### config.mk
export PLATFORM = sky130hd
export DESIGN_NAME = nxn_multiplier_flat
export DESIGN_NICKNAME = d
export VERILOG_FILES = /design/src/rtl/nxn_multiplier_if.sv /design/src/rtl/nxn_multiplier.sv /design/src/flat_wrapper.sv
export SDC_FILE = /design/constraint.sdc
export NUM_CORES = 1
export LEC_CHECK = 0
export BUFFER_PORTS_ARGS = -buffer_cell sky130_fd_sc_hd__buf_2
export CORE_AREA = 2 2 49 51
export DETAILED_ROUTE_END_ITERATION = 10
export DIE_AREA = 0 0 51 53
export PLACE_DENSITY = 0.52
export SETUP_SLACK_MARGIN = 0.15
export SYNTH_ARGS = -nofsm -noshare
export SYNTH_HDL_FRONTEND = slang
export SYNTH_SLANG_ARGS = --single-unit
export TNS_END_PERCENT = 10
### constraint.sdc
create_clock -name clk -period 4.2 [get_ports clk]
set_input_delay 0.63 -clock clk [delete_from_list [all_inputs] [get_ports clk]]
set_output_delay 0.63 -clock clk [all_outputs]
set_load 0.01 [all_outputs]
### src/rtl/nxn_multiplier_if.sv
// -----------------------------------------------------------------------------
// nxn_multiplier_if
// Operand/product bundle for the N x N unsigned multiplier.
//   multiplicand : N bits,  operand A  (driven by master)
//   multiplier   : N bits,  operand B  (driven by master)
//   product      : 2N bits, registered A*B (driven by slave)
// No handshake: a new operand pair may be presented every cycle.
// -----------------------------------------------------------------------------
interface nxn_multiplier_if #(
    parameter int N = 4
);
    logic [N-1:0]   multiplicand;
    logic [N-1:0]   multiplier;
    logic [2*N-1:0] product;

    modport master (
        output multiplicand,
        output multiplier,
        input  product
    );

    modport slave (
        input  multiplicand,
        input  multiplier,
        output product
    );
endinterface

### src/rtl/nxn_multiplier.sv
// -----------------------------------------------------------------------------
// nxn_multiplier
// Unsigned N x N array multiplier with a registered 2N-bit product.
//   clk  : system clock, rising edge
//   rst  : synchronous, active-high; clears the product register
//   bus  : slave side of nxn_multiplier_if
//          (multiplicand, multiplier in; product out, latency 1 cycle)
// The core is an AND-gate partial-product plane summed by N-1 rows of
// half/full-adder cells; the registered output removes any combinational
// path from operands to product.
// -----------------------------------------------------------------------------
module nxn_multiplier #(
    parameter int N = 4
) (
    input  logic                  clk,
    input  logic                  rst,
    nxn_multiplier_if.slave       bus
);

    // Partial-product plane: w_pp[j][i] = multiplicand[i] & multiplier[j]
    logic [N-1:0]   w_pp [N];
    logic [2*N-1:0] w_core;
    logic [2*N-1:0] r_product;

    // Working variables of the adder array
    logic [N-1:0]   w_row_sum;
    logic           w_row_cout;
    logic [N-1:0]   w_add_a;
    logic [N-1:0]   w_next_sum;
    logic           w_carry;

    genvar gi, gk;
    generate
        for (gi = 0; gi < N; gi++) begin : g_pp_row
            for (gk = 0; gk < N; gk++) begin : g_pp_bit
                assign w_pp[gi][gk] = bus.multiplicand[gk] & bus.multiplier[gi];
            end
        end
    endgenerate

    // Adder array. Each row adds the next partial-product row to the upper
    // N bits of the running sum (previous sum shifted right by one with the
    // previous row's carry-out as its new MSB). The LSB that falls out of
    // each row is a finished product bit. Cell 0 of each row has no carry-in
    // and is therefore a half adder; the rest are full adders with the carry
    // rippling across the row.
    always_comb begin
        w_core     = '0;
        w_add_a    = '0;
        w_next_sum = '0;
        w_carry    = 1'b0;
        w_row_sum  = w_pp[0];
        w_row_cout = 1'b0;
        w_core[0]  = w_pp[0][0];
        for (int j = 1; j < N; j++) begin
            w_add_a = {w_row_cout, w_row_sum[N-1:1]};
            w_carry = 1'b0;
            for (int i = 0; i < N; i++) begin
                if (i == 0) begin
                    w_next_sum[i] = w_add_a[i] ^ w_pp[j][i];
                    w_carry       = w_add_a[i] & w_pp[j][i];
                end else begin
                    w_next_sum[i] = w_add_a[i] ^ w_pp[j][i] ^ w_carry;
                    w_carry       = (w_add_a[i] & w_pp[j][i]) |
                                    (w_add_a[i] & w_carry)    |
                                    (w_pp[j][i] & w_carry);
                end
            end
            w_row_sum  = w_next_sum;
            w_row_cout = w_carry;
            w_core[j]  = w_row_sum[0];
        end
        // Remaining high half: final row's upper bits plus its carry-out
        w_core[2*N-1:N] = {w_row_cout, w_row_sum[N-1:1]};
    end

    always_ff @(posedge clk) begin
        if (rst) begin
            r_product <= '0;
        end else begin
            r_product <= w_core;
        end
    end

    assign bus.product = r_product;

endmodule

### src/flat_wrapper.sv
// flat-port wrapper written by rule: the top's interface ports become plain ports
module nxn_multiplier_flat 
#(
    parameter int N = 4
)
  (clk, rst, bus_multiplicand, bus_multiplier, bus_product);
  nxn_multiplier_if #(.N(N)) bus_i ();
  input  logic clk;
  input  logic rst;
  input wire logic [$bits(bus_i.multiplicand)-1:0] bus_multiplicand;
  input wire logic [$bits(bus_i.multiplier)-1:0] bus_multiplier;
  output wire logic [$bits(bus_i.product)-1:0] bus_product;
  assign bus_i.multiplicand = bus_multiplicand;
  assign bus_i.multiplier = bus_multiplier;
  assign bus_product = bus_i.product;
  nxn_multiplier #(.N(N)) u_core (.clk(clk), .rst(rst), .bus(bus_i));
endmodule
==> summary.txt <==
STA
  • Setup TNS: 0 ns
  • Setup-failing EPs final: 0
  • Max Fclk: 255 MHz
  • Worst Tran Pin Value: roughly 0.12 ns
  • Unrepaired setup endpoints after global routing: false
  • Slew Limit Fails: 0
  • Final Hold Viols: 0
  • Crit path time final: ~4 ns
  • Normalized max-slew margin: 0.918
  • Fin crit share: 0.933

Floorplan
  • Core Box Area: 2150 µm²
  • Die Ht: 53 µm
  • Starting Density: 0.242
  • Number of cell rows: 17
  • Die X: 51 µm
  • I/O pins: 18
  • Die area: 2700 µm²

Worst hold path
  • Worst hold-check path type: primary input to register

Power and ir drop
  • Int Pwr: 0.148 mW
  • Comb pwr share: 0.300
  • Leakage: 0.331 nW
  • Reported net switching power: about 0.055 mW
  • Clock share of power: 0.269
  • Sw Share: 0.273
  • Total Power: just over 0.2 mW
  • Flop pwr share: 0.430
  • Peak supply drop: 0.0967 mV
  • Pwr/cell area: 299 nW/µm²

Global routing
  • Vias in the first global route: 367
  • GRT Residual Overflow: 0
  • Antenna violations before repair: 0
  • First-pass GRT wire length: 1.50 mm
  • Largest net degree at the start of global routing: 9
  • GRT Total Usage: 0.0786

Run
  • Max-cap viol count: 0

Cells and area
  • Max reg flops: 8
  • Fin nets: 94
  • Fillers: 238
  • Non-filler cells in the finished layout: 98
  • Synth-to-layout area growth: 30.8%
  • Share of layout cells above drive strength 1: 0.371
  • Multi-input logic area: around 350 µm²
  • Final Util: 0.316
  • Diode count: 0
  • Register area: roughly 160 µm²

Clocking
  • Clock Tree Buf Depth: 2
  • Hold_buf cts: 0
  • CTS tree: built
  • CTS resizes: 0
  • H-tree depth: 1
  • Post-CTS Setup Inserts: 0
  • Clock Pin Slew Worst Setup and Hold Paths: 0.05 ns
  • Root Driver: clkbuf_4
  • Num CTS Buffers: 3
  • CTS Sinks: 8

Logic synthesis
  • Synth Register Bits: 8
  • Top area cells in the synthesized netlist: dfxtp_1 (31%), fa_1 (31%), and2_1 (13%)
  • Synth warn: 0
  • Synth Instances: 49
  • Area fraction of the dominant cell type after synthesis: 0.308
  • Synth Cell Area: 519 µm²
  • Post-synthesis cell type count: 9
  • Syn_area_per_cell: 10.6 µm²
  • Post-synth top area cell: dfxtp_1
  • Sequential fraction of the synthesis area: 0.308
  • Syn Nets: 71

Placed design
  • Placed cells: 95
  • Routability Congestion: approximately 0.67
  • Port bufs: 17
  • Post-detail-place hpwl: between 700 and 800 µm

Detailed routing
  • WL final: between 800 and 900 µm
  • Routed wire per std cell: 9.05 µm
  • Via count: 375
  • DRC Markers: 0
  • Drt via density: 3.83
  • 1st-iter DRT viols: 0
  • DR pass1 iterations: 1
  • Antenna-violating nets left: 0

Critical path
  • CP startpoint kind: primary input
  • CP Data Arrival Time: 4.06 ns
  • Max FO, Critical Path: 4
  • Setup crit end kind: register
  • Crit path kind: primary input to register
  • CP required: 4.34 ns

Status
  • Status: complete, no violations
Yosys cell counts:
library cell and instances:
and3b_1 1, nor2_1 4, inv_1 6, nor2b_1 3, and2_1 11, fa_1 8
nand2_1 4, ha_1 4, dfxtp_1 8
through the flow:
stage | hold slack [ns] | worst slack (ns) | cell area [µm²]
4_1_cts | 0.618 | 0.209 | 677
5_1_grt | 0.645 | 0.173 | 679
3_3_place_gp | 0.891 | -0.0483 | 654
3_5_place_dp | 0.884 | -0.0517 | 654
6_report | 0.626 | 0.280 | 679
2_1_floorplan | 0.697 | 0.188 | 527
routing by layer:
| metal | track usage | wire (µm) | part of all wire |
|---|---|---|---|
| met1 | 0.0889 | 358 | 0.40 |
| met2 | 0.126 | 464 | 0.52 |
| met3 | 0.00847 | 55 | 0.062 |
| met4 | 0.0811 | 8 | 0.0090 |
| met5 | 0 | 0 | 0 |
layout make-up:
cell class                      count  share of cell area
Clock buffer                        3              0.0331
Inverter                            6              0.0331
Multi-Input combinational cell     35               0.510
Sequential cell                     8               0.236
Tap cell                           28              0.0516
Timing Repair Buffer               18               0.136
cell families after synthesis:
group,count (synthesis),synth area share
buf+inv,6,0.0434
fa+ha+maj,12,0.405
flops,8,0.308
simple gates,23,0.243
critical path, stage by stage:
cell,delay (ns)
buf_2,0.11
and2_1,0.15
ha_1,0.21
fa_2,0.34
fa_1,0.49
fa_2,0.41
inv_2,0.06
fa_1,0.43
fa_2,0.35
fa_2,0.35
fa_1,0.49
nor2_1,0.05
power groups by stage:
stage               Sequential (mW)  Combinational, mW  Clock [mW]
finish                       0.0874             0.0609      0.0547
global route                 0.0880             0.0721      0.0594
CTS                          0.0875             0.0610      0.0584
detailed placement           0.0890             0.0600           0
global placement             0.0886             0.0601           0
floorplan                    0.0944             0.0315           0
worst paths after layout:
check                              from                                to  slack (ns)  depth (start not counted)
worst max-delay path  bus_multiplier[0]  u_core.bus.product[6]$_SDFF_PP0_        0.28                         12
worst min-delay path                rst  u_core.bus.product[5]$_SDFF_PP0_        0.63                          2
placed cells by master, fill, tap and decap left out:
cell      instances
and2_1           11
and3b_1           1
clkbuf_4          3
nand2_1           4
ha_1              4
dfxtp_1           8
fa_1              4
buf_4             1
fa_2              4
inv_1             5
nor2b_1           3
nor2_1            4
inv_2             1
buf_2            17
(Power assumes the default switching activity.)
